File: src/rtl/fetch_unit.sv
// Instruction fetch requester: owns the fetch PC, keeps up to FIFO_DEPTH reads in flight, and buffers words for decode.
// Optional macro FETCH_MISALIGN_TRAP_EN turns a misaligned redirect into a flagged NOP entry and halts fetch.
module fetch_unit #(
  parameter logic [31:0] RESET_PC   = 32'h0000_0000,
  parameter int          FIFO_DEPTH = 4
) (
  input  logic        clk,
  input  logic        rst,
  output logic        ImemReqValid,
  input  logic        ImemReqReady,
  output logic [31:0] ImemAddr,
  input  logic        ImemRspValid,
  input  logic [31:0] ImemRspData,
  output logic        IfValid,
  input  logic        IfReady,
  output logic [31:0] IfPC,
  output logic [31:0] IfInstruction,
  input  logic        Redirect,
  input  logic [31:0] RedirectPC
`ifdef FETCH_MISALIGN_TRAP_EN
  ,
  output logic        IfMisaligned
`endif
);

  localparam int PW = $clog2(FIFO_DEPTH);
  localparam int CW = PW + 1;
  localparam logic [CW:0] DEPTH_L = (CW+1)'(FIFO_DEPTH);

  logic [31:0]           pc_mem    [FIFO_DEPTH];
  logic [31:0]           instr_mem [FIFO_DEPTH];
  logic [FIFO_DEPTH-1:0] filled;
  logic [PW-1:0]         head, tail, fill_ptr;
  logic [CW-1:0]         alloc_cnt, unfilled_cnt, drop_cnt;
  logic [31:0]           fetch_pc;
  logic                  halted;

  logic        accept, pop, rsp_drop, rsp_fill, redirect_trap;
  logic [CW:0] inflight_sum;
  logic [31:0] redirect_pc_al;

`ifdef FETCH_MISALIGN_TRAP_EN
  logic [FIFO_DEPTH-1:0] mis;
  assign redirect_trap = Redirect && (RedirectPC[1:0] != 2'b00);
  assign IfMisaligned  = IfValid && mis[head];
`else
  assign redirect_trap = 1'b0;
`endif

  assign redirect_pc_al = RedirectPC & ~32'h0000_0003;

  // Registered counts only: dropped responses still occupy memory-side slots.
  assign inflight_sum = {1'b0, alloc_cnt} + {1'b0, drop_cnt};
  assign ImemReqValid = !rst && !Redirect && !halted && (inflight_sum < DEPTH_L);
  assign ImemAddr     = fetch_pc;
  assign accept       = ImemReqValid && ImemReqReady;

  assign IfValid       = filled[head];
  assign IfPC          = IfValid ? pc_mem[head]    : 32'h0;
  assign IfInstruction = IfValid ? instr_mem[head] : 32'h0;
  assign pop           = IfValid && IfReady;

  assign rsp_drop = ImemRspValid && (drop_cnt != '0);
  assign rsp_fill = ImemRspValid && (drop_cnt == '0) && (unfilled_cnt != '0);

  always_ff @(posedge clk) begin
    if (rst) begin
      head         <= '0;
      tail         <= '0;
      fill_ptr     <= '0;
      alloc_cnt    <= '0;
      unfilled_cnt <= '0;
      drop_cnt     <= '0;
      filled       <= '0;
      fetch_pc     <= RESET_PC;
      halted       <= 1'b0;
    end else if (Redirect) begin
      head         <= '0;
      tail         <= '0;
      fill_ptr     <= '0;
      alloc_cnt    <= '0;
      unfilled_cnt <= '0;
      // Every unfilled request still returns a word; a same-cycle response is one of them.
      drop_cnt     <= drop_cnt + unfilled_cnt - CW'(rsp_drop || rsp_fill);
      filled       <= '0;
      fetch_pc     <= redirect_pc_al;
      halted       <= redirect_trap;
      if (redirect_trap) begin
        filled[0] <= 1'b1;
        tail      <= PW'(1);
        fill_ptr  <= PW'(1);
        alloc_cnt <= CW'(1);
      end
    end else begin
      if (accept) begin
        filled[tail] <= 1'b0;
        tail         <= tail + PW'(1);
        fetch_pc     <= fetch_pc + 32'd4;
      end
      if (rsp_drop)
        drop_cnt <= drop_cnt - CW'(1);
      if (rsp_fill) begin
        filled[fill_ptr] <= 1'b1;
        fill_ptr         <= fill_ptr + PW'(1);
      end
      if (pop) begin
        filled[head] <= 1'b0;
        head         <= head + PW'(1);
      end
      alloc_cnt    <= alloc_cnt + CW'(accept) - CW'(pop);
      unfilled_cnt <= unfilled_cnt + CW'(accept) - CW'(rsp_fill);
    end
  end

`ifdef FETCH_MISALIGN_TRAP_EN
  always_ff @(posedge clk) begin
    if (rst) begin
      mis <= '0;
    end else if (Redirect) begin
      mis <= '0;
      if (redirect_trap)
        mis[0] <= 1'b1;
    end else if (accept) begin
      mis[tail] <= 1'b0;
    end
  end
`endif

  // Entry payload carries no reset; validity is tracked by filled.
  always_ff @(posedge clk) begin
    if (redirect_trap) begin
      pc_mem[0]    <= RedirectPC;
      instr_mem[0] <= 32'h0000_0013;
    end else if (!Redirect) begin
      if (accept)
        pc_mem[tail] <= fetch_pc;
      if (rsp_fill)
        instr_mem[fill_ptr] <= ImemRspData;
    end
  end

  // A response with nothing outstanding means the memory broke the protocol.
  always_ff @(posedge clk) begin
    if (!rst && !Redirect)
      assert (!(ImemRspValid && (drop_cnt == '0) && (unfilled_cnt == '0)));
  end

endmodule

File: config.mk
export PLATFORM = sky130hd
export DESIGN_NAME = fetch_unit
export DESIGN_NICKNAME = d
export VERILOG_FILES = /design/src/rtl/fetch_unit.sv
export SDC_FILE = /design/constraint.sdc
export NUM_CORES = 1
export LEC_CHECK = 0
export ABC_AREA = 1
export ABC_CLOCK_PERIOD_IN_PS = 3000
export BUFFER_PORTS_ARGS = -buffer_cell sky130_fd_sc_hd__buf_2
export CAP_MARGIN = 5
export CORE_ASPECT_RATIO = 0.8
export CORE_UTILIZATION = 40
export DETAILED_ROUTE_END_ITERATION = 8
export GPL_ROUTABILITY_DRIVEN = 0
export HOLD_SLACK_MARGIN = 0.12
export SYNTH_ARGS = -nofsm -noshare
export SYNTH_HDL_FRONTEND = slang
export SYNTH_SLANG_ARGS = --single-unit
File: constraint.sdc
create_clock -name clk -period 3 [get_ports clk]
set_clock_uncertainty 0.1 [all_clocks]
set_input_delay 0.45 -clock clk [delete_from_list [all_inputs] [get_ports clk]]
set_output_delay 0.45 -clock clk [all_outputs]
set_load 0.02 [all_outputs]
# Yosys cells after proc, flatten, opt, wreduce, memory -nomap -nowiden
# Memories as Yosys holds them, arrays and structs flattened. A register that Yosys moved wholly into a read port is not among the register bits.
# Cells that the tools add are included.
# W data, S select, Z words.
[classes]
addsub = 12
mux = 31
bitwise = 5
reduce_logical = 19
n_lt_le_gt_ge = 7
[op_table]
columns = ["operator", "n"]
rows = [
  ["$mux W32", 4],
  ["$add A32 B3 Y32 const B", 1],
  ["$mux W4", 7],
  ["$logic_and A1 B1 Y1", 10],
  ["$mux W1", 10],
  ["$lt A2 B3 Y1 const B", 3],
  ["$sub A3 B1 Y3", 3],
  ["$and A4 B4 Y4", 2],
  ["$mux W2", 4],
  ["$not A4 Y4", 2],
  ["$add A2 B1 Y2 const B", 3],
  ["$add A3 B1 Y3", 2],
  ["$demux W1 S2", 3],
  ["$ge A2 B1 Y1 const B", 3],
  ["$mux W3", 2],
  ["$reduce_bool A3 Y1", 2],
  ["$add A3 B3 Y4", 1],
  ["$lt A4 B3 Y1 const B", 1],
  ["$or A4 B4 Y4", 1],
  ["$reduce_bool A2 Y1", 2],
  ["$add A3 B3 Y3", 1],
  ["$logic_not A3 Y1", 1],
  ["$sub A3 B1 Y3 const B", 1],
  ["$bmux W1 S2", 1],
  ["3 further kinds", 4],
]
[word_totals]
n_memories = 2
out_inout_bits = 98
mem_bits_rw = 256
register_bits = 51
[memory_table]
columns = ["memory", "depth", "word_bits", "read_ports", "rd_clocked_by_memory_dff", "wr", "line_no", "source"]
rows = [
  ["instr_mem", 4, 32, 1, 1, 1, "31", "logic [31:0] instr_mem [FIFO_DEPTH];"],
  ["pc_mem", 4, 32, 1, 1, 1, "30", "logic [31:0] pc_mem [FIFO_DEPTH];"],
]

# Logic depth before layout (Yosys ltp)
# Gate-level depths: netlist of the first run.
[logic_depth]
ltp_word = 15
ltp_mapped = 14
ltp_nobuf = 13

# Worst setup path before layout of the first run
# No wires, ideal clock.
[synth_path]
kind = "register to register"
startpoint = "register drop_cnt[2]"
endpoint = "memory pc_mem[0][10] (enable)"
synth_period_minus_slack_ns = 3.144
stages_incl_launch_ff = 9
slack_ns = -0.144
arrival_time_ns = 2.627
required_ns = 2.483
path_buffers = 2
cell_sequence = "dfxtp_1 ha_1 nor2_1 nand2_1 nor2_4 nand2_2 buf_6 buf_6 nor2_1"
[synth_via]
elab_chain_len = 7
[synth_lines]
columns = ["element", "line_no", "source"]
rows = [
  ["start: declaration", "34", "logic [CW-1:0] alloc_cnt, unfilled_cnt, drop_cnt;"],
  ["start signal: assignment", "84", "drop_cnt <= drop_cnt + unfilled_cnt - CW'(rsp_drop || rsp_fill);"],
  ["start signal: assignment", "101", "drop_cnt <= drop_cnt - CW'(1);"],
  ["$add A3 B3 Y4", "53", "assign inflight_sum = {1'b0, alloc_cnt} + {1'b0, drop_cnt};"],
  ["$lt A4 B3 Y1", "54", "assign ImemReqValid = !rst && !Redirect && !halted && (inflight_sum < DEPTH_L);"],
  ["$logic_and A1 B1 Y1", "54", ""],
  ["net ImemReqValid", "9", "output logic ImemReqValid,"],
  ["$logic_and A1 B1 Y1", "56", "assign accept = ImemReqValid && ImemReqReady;"],
  ["$mux W1", "135", "if (accept)"],
  ["$mux W1", "134", "end else if (!Redirect) begin"],
  ["$mux W1 (implied by the code)", "136", "pc_mem[tail] <= fetch_pc;"],
  ["end: declaration", "30", ""],
]
# The timed path passes the listed nets, and every way through them passes these cells.

==> results of run 1 <==
## final cells by class
class | instances | area (sq um)
timing repair buffer | 239 | 1650
inverter | 128 | 488
fill | 2987 | 16400
multi-input combinational | 779 | 3980
clock buffer | 38 | 802
clock inverter | 18 | 158
sequential | 299 | 8480
tap | 427 | 534
## cells in the mapped netlist, drive strengths merged
library cell  instances
dfxtp                51
a21oi                40
o211ai                3
nand2               218
buf                  35
o22ai                 1
nand4                 2
xor2                 12
nand3                20
inv                 128
edfxtp              248
conb                  1
xnor2                10
ha                   24
nor2                277
nand3b                4
a31oi                 2
o21ai                94
a22oi                 2
o32ai                62
fa                    3
a21boi                1
clkbuf               30
## kinds of logic (layout without fill, tap and decap cells)
logic type,Yosys count,after routing,synth area share [%]
and+or+nand+nor,521,521,15.7
DFF,299,299,64.2
AOI/OAI and AO/OA,205,205,9.77
buffers and inverters,193,423,6.12
adders and majority gates,27,27,2.73
xor gates and xnor gates,22,22,1.46
other,1,4,0.0284
## worst max-delay path, stage by stage (launching register included)
cell     delay, ns
dfxtp_4       0.50
buf_12        0.25
o32ai_1       0.58
nand2_1       0.13
inv_1         0.08
buf_2         0.15
## routing by layer
metal | vias to the layer above | part of all wire, % | global-route usage [%]
met2 | 314 | 44 | 29.7
met1 | 4526 | 48 | 26.7
met5 | - | 0 | 0
li1 | 4716 | - | -
met4 | 0 | 1.8 | 3.94
met3 | 43 | 6.3 | 3.10
## where the power goes
part	leakage, uW	switching (uW)	internal [uW]
clock network	0.000453	1580	2070
logic	0.00339	299	219
registers	0.00269	95.9	4550
## what timing repair did
| action | 4_1_cts | 5_1_grt |
|---|---|---|
| hold buffers | 54 | 0 |
| setup buffers | 0 | 2 |
| hold endpoints to repair | 150 | 0 |
| setup endpoints to repair | 29 | 34 |
| gates resized for setup | 3 | 5 |
## sequential cells by signal, indices dropped and copies added (netlist names), named ones only
name,cells
fill_ptr,2
pc_mem,120
filled,4
unfilled_cnt,3
drop_cnt,3
instr_mem,128
alloc_cnt,3
head,2
tail,2
ImemAddr,30
## metrics by stage
step	total power [uW]	util (%)	setup TNS (ns)	std cells
after floorplan	5010	-	-17.33	1271
after global placement	5190	44.7	0	1816
after detailed placement	5200	44.7	0	1816
after CTS	8900	49.4	0	1926
after global routing	9120	49.5	0	1928
final	8820	49.5	0	1928
## path summary, 6_finish.rpt
kind	cells past startpoint	slack, ns	startpoint	end
worst max register to register	12	0.28	head[0]	alloc_cnt[2]
worst max-delay path	5	0.19	flip-flop	IfPC[2]
worst min-delay path	5	0.15	RedirectPC[22]	ImemAddr[22]
worst min register to register	1	0.41	fill_ptr[0]	fill_ptr[0]
==> metrics.yaml, run 1 <==
grt_pass1_vias: 8919
worstPathMaxFanout: 35
worstSetupPathType: "reg2out"
drtIter0Drc: 717
finalSetupViolCount: 0
critPathRequiredTime_ns: 2.45
root_buffer: "clkbuf_16"
yosysUniqueCellTypes: 34
htreeDepth: 1
grt_overflow: 0
worstSkewPairLatency_ns: 0.56
fin_nets: 1575
tritoncts: "done"
rows: 59
fmax_mhz: 356
hold_violations: 0
antenna_found_initial: 0
netlist_area_sq_um: 13200
slew_violations: 0
mostFrequentLayoutCell: "nor2_1"
drive_above_1_share_pct: 17.5
cellPowerDensity_nw_per_um2: 548
yosysTopAreaCellShare_pct: 56.5
coreArea_sq_um: 32500
die_h_um: 164
die_w_um: 205
vias: 9599
dr.pass1.iters: 5
synth_top_cell_by_area: "edfxtp_1"
syn2layout_area_growth_pct: 22.0
syn-instance-count: 1268
avgSynthCellArea_sq_um: 10.4
ys_ff_latch: 299
wire_per_inst_um: 16.5
wl_mm: 31.8
worstHoldPathType: "in2reg"
numCtsBuffers: 31
arrival_ns: 2.26
grt_use_total_pct: 18.6
antennaDiodeCount: 0
layout_common_cells: "259 x nor2_1, 248 x edfxtp_1, 214 x nand2_1, 161 x buf_2, 123 x inv_1"
dieArea_sq_um: 33700
rsz0062_at_grt: "no"
cp-start-kind: "flip-flop"
slew_headroom_pct: 60.3
drc: 0
worst_pin_slew_ns: 0.594
dp_hpwl_mm: 19.0
maxCapViolCount: 0
grt_pass1_wl_mm: 48.6
ir_drop_mv: 0.462
min_period_ns: 2.81
boundaryPins: 168
start_util_pct: 40.6
hold_slack_ns: 0.152
worst_slack_ns: 0.191
grt_max_degree: 68
stdcell_area_sq_um: 16100
pre_cts_ws_ns: 0.253
status: "complete, no violations"
power.leakage_uw: 0.00654
ys_seq_area_share_pct: 64.2
portBuffers: 161
netlist_top_cells_area: "edfxtp_1 56%, dfxtp_1 7.7%, nor2_1 7.6%"
post-route-period-util_pct: 93.6
path_clk_slew_ns: 0.06
drtAntennaViolNets: 0
ys_warn_count: 0
cts.sinks: 299
via_per_inst: 4.98
cts_buffer_depth: 3
placed_area_sq_um: 14500
end_kind: "primary output"
No activity file was read; power rests on OpenSTA's default activity.
==> run 2, diff against run 1 <==
--- a/config.mk
+++ b/config.mk
@@ -10,10 +10,12 @@
 export BUFFER_PORTS_ARGS = -buffer_cell sky130_fd_sc_hd__buf_2
 export CAP_MARGIN = 5
 export CORE_ASPECT_RATIO = 0.8
-export CORE_UTILIZATION = 40
+export CORE_MARGIN = 4
+export CORE_UTILIZATION = 52
 export DETAILED_ROUTE_END_ITERATION = 8
 export GPL_ROUTABILITY_DRIVEN = 0
 export HOLD_SLACK_MARGIN = 0.12
+export PLACE_DENSITY = 0.76
 export SYNTH_ARGS = -nofsm -noshare
 export SYNTH_HDL_FRONTEND = slang
 export SYNTH_SLANG_ARGS = --single-unit
==> run 2 against run 1 <==
Against the previous run: sequential share of layout area is 1.1 points higher; worst setup slack got worse by 0.047 ns; clock power decreased by 1%; sequential power about the same; non-clock buffer count fell by 14; die area down 17%; worst hold slack worse by 0.012 ns; via count grew 1.8%; combinational power is 1% lower; utilization is 14 points higher; register-to-register slack about the same.
==> metrics.yaml, run 2 (same netlist as run 1, synthesis figures left out) <==
power.leakage_uw: 0.00646
worstHoldPathType: "in2reg"
r2r_setup_slack_ns: 0.28
maxCapViolCount: 0
worst_pin_slew_ns: 0.525
endpoint: "IfPC[31]"
drive_above_1_share_pct: 17.2
cts_buffer_depth: 3
dp_cells: 1706
hold_slack_ns: 0.140
antennaDiodeCount: 0
fmax_mhz: 350
boundaryPins: 168
cts.sinks: 299
end_kind: "primary output"
slew_headroom_pct: 65.0
root_buffer: "clkbuf_16"
r2r_end: "alloc_cnt[2]"
drc: 0
dp_hpwl_mm: 18.3
worstSetupPathType: "reg2out"
grt_max_degree: 125
clockPowerShare_pct: 41.1
vias: 9769
antenna_found_initial: 0
rows: 51
stdcell_area_sq_um: 15800
cellPowerDensity_nw_per_um2: 556
r2r_cells: 12
mostFrequentLayoutCell: "nor2_1"
die_h_um: 150
path_clk_slew_ns: 0.06
pre_cts_ws_ns: 0.206
portBuffers: 161
worstSkewPairLatency_ns: 0.54
wire_per_inst_um: 16.9
post-route-period-util_pct: 95.2
numCtsBuffers: 29
dieArea_sq_um: 28000
layout_common_cells: "259 x nor2_1, 248 x edfxtp_1, 214 x nand2_1, 161 x buf_2, 123 x inv_1"
slew_violations: 0
layout.cells.non_filler: 1800
worst_slack_ns: 0.144
worstPathMaxFanout: 124
grt_use_total_pct: 21.0
drtIter0Drc: 946
switching_share_pct: 21.2
p_seq_share_pct: 53.0
arrival_ns: 2.31
nFillCells: 1902
rsz0062_at_grt: "no"
multi_input_area_sq_um: 3980
p_sw_uw: 1850
start_util_pct: 53.5
tritoncts: "done"
die_w_um: 186
htreeDepth: 1
r2r_start: "head[0]"
critPathRequiredTime_ns: 2.45
cp-start-kind: "flip-flop"
coreArea_sq_um: 24600
drtAntennaViolNets: 0
grt_overflow: 0
max_flop_register: "instr_mem"
p_comb_share_pct: 5.9
largest_reg_flops: 128
syn2layout_area_growth_pct: 19.6
min_period_ns: 2.86
hold_violations: 0
via_per_inst: 5.43
grt_pass1_vias: 9101
ir_drop_mv: 0.391
placed_area_sq_um: 14400
fin_nets: 1559
internal-power_uw: 6910
wl_mm: 30.3
status: "complete, no violations"
seqCellArea_sq_um: 8480
finalSetupViolCount: 0
power_uw: 8760
grt_pass1_wl_mm: 46.9
dr.pass1.iters: 5
holdPathStages: 5
## run 2: cell count changes in the layout (fill, tap and decap cells not counted), sizes merged, moves of 2 or more
cell,before,now
dlygate4sd3,54,42
clkinv,10,6
clkinvlp,5,2
buf,185,183
bufinv,2,4
## run 2: timing repair
action | CTS | global route
resized for setup | 1 | 2
setup endpoints to repair | 1 | 15
hold buffers | 42 | 0
hold endpoints to repair | 138 | 0
buffers inserted | 0 | 1
## run 2: worst min-delay path by stage
stage	start	slack [ns]	end
2_1_floorplan	fill_ptr[0]	0.36	fill_ptr[0]
3_3_place_gp	fill_ptr[0]	0.40	fill_ptr[0]
3_5_place_dp	fill_ptr[0]	0.42	fill_ptr[0]
4_1_cts	RedirectPC[10]	0.12	ImemAddr[10]
5_1_grt	RedirectPC[10]	0.16	ImemAddr[10]
6_report	RedirectPC[16]	0.14	ImemAddr[16]
## run 2: cell type report
class / count / area share [%]
clock inverters: 12 / 1.07
inverters: 128 / 3.05
flip-flops and latches: 299 / 53.7
repair buffers: 225 / 9.48
clock buffers: 39 / 4.90
multi-input cells: 779 / 25.2
well taps: 318 / 2.52
## run 2: through the flow
| stage | util [%] | setup TNS (ns) |
|---|---|---|
| floorplan | - | -17.33 |
| global placement | 58.4 | 0 |
| detailed placement | 58.4 | 0 |
| CTS | 63.9 | 0 |
| global route | 64.0 | 0 |
| finish | 64.0 | 0 |
## run 2: power by group through the flow
stage | registers (uW) | clock network (uW) | logic (uW)
6_report | 4650 | 3600 | 513
5_1_grt | 4650 | 3870 | 575
4_1_cts | 4640 | 3680 | 510
3_5_place_dp | 4730 | 0 | 461
3_3_place_gp | 4730 | 0 | 450
2_1_floorplan | 4730 | 0 | 273
## run 2: critical path: stages (launching register included)
cell	delay, ns
dfxtp_4	0.37
buf_12	0.40
nor2_1	0.11
o32ai_1	0.46
nand2_1	0.16
inv_1	0.08
buf_2	0.15
## run 2: metal layers
metal	vias to the layer above	wire, um	track usage (%)
met2	439	14200	35.0
met3	53	2650	3.74
met1	4608	12900	29.3
met5	-	0	0
li1	4669	-	-
met4	0	594	4.52
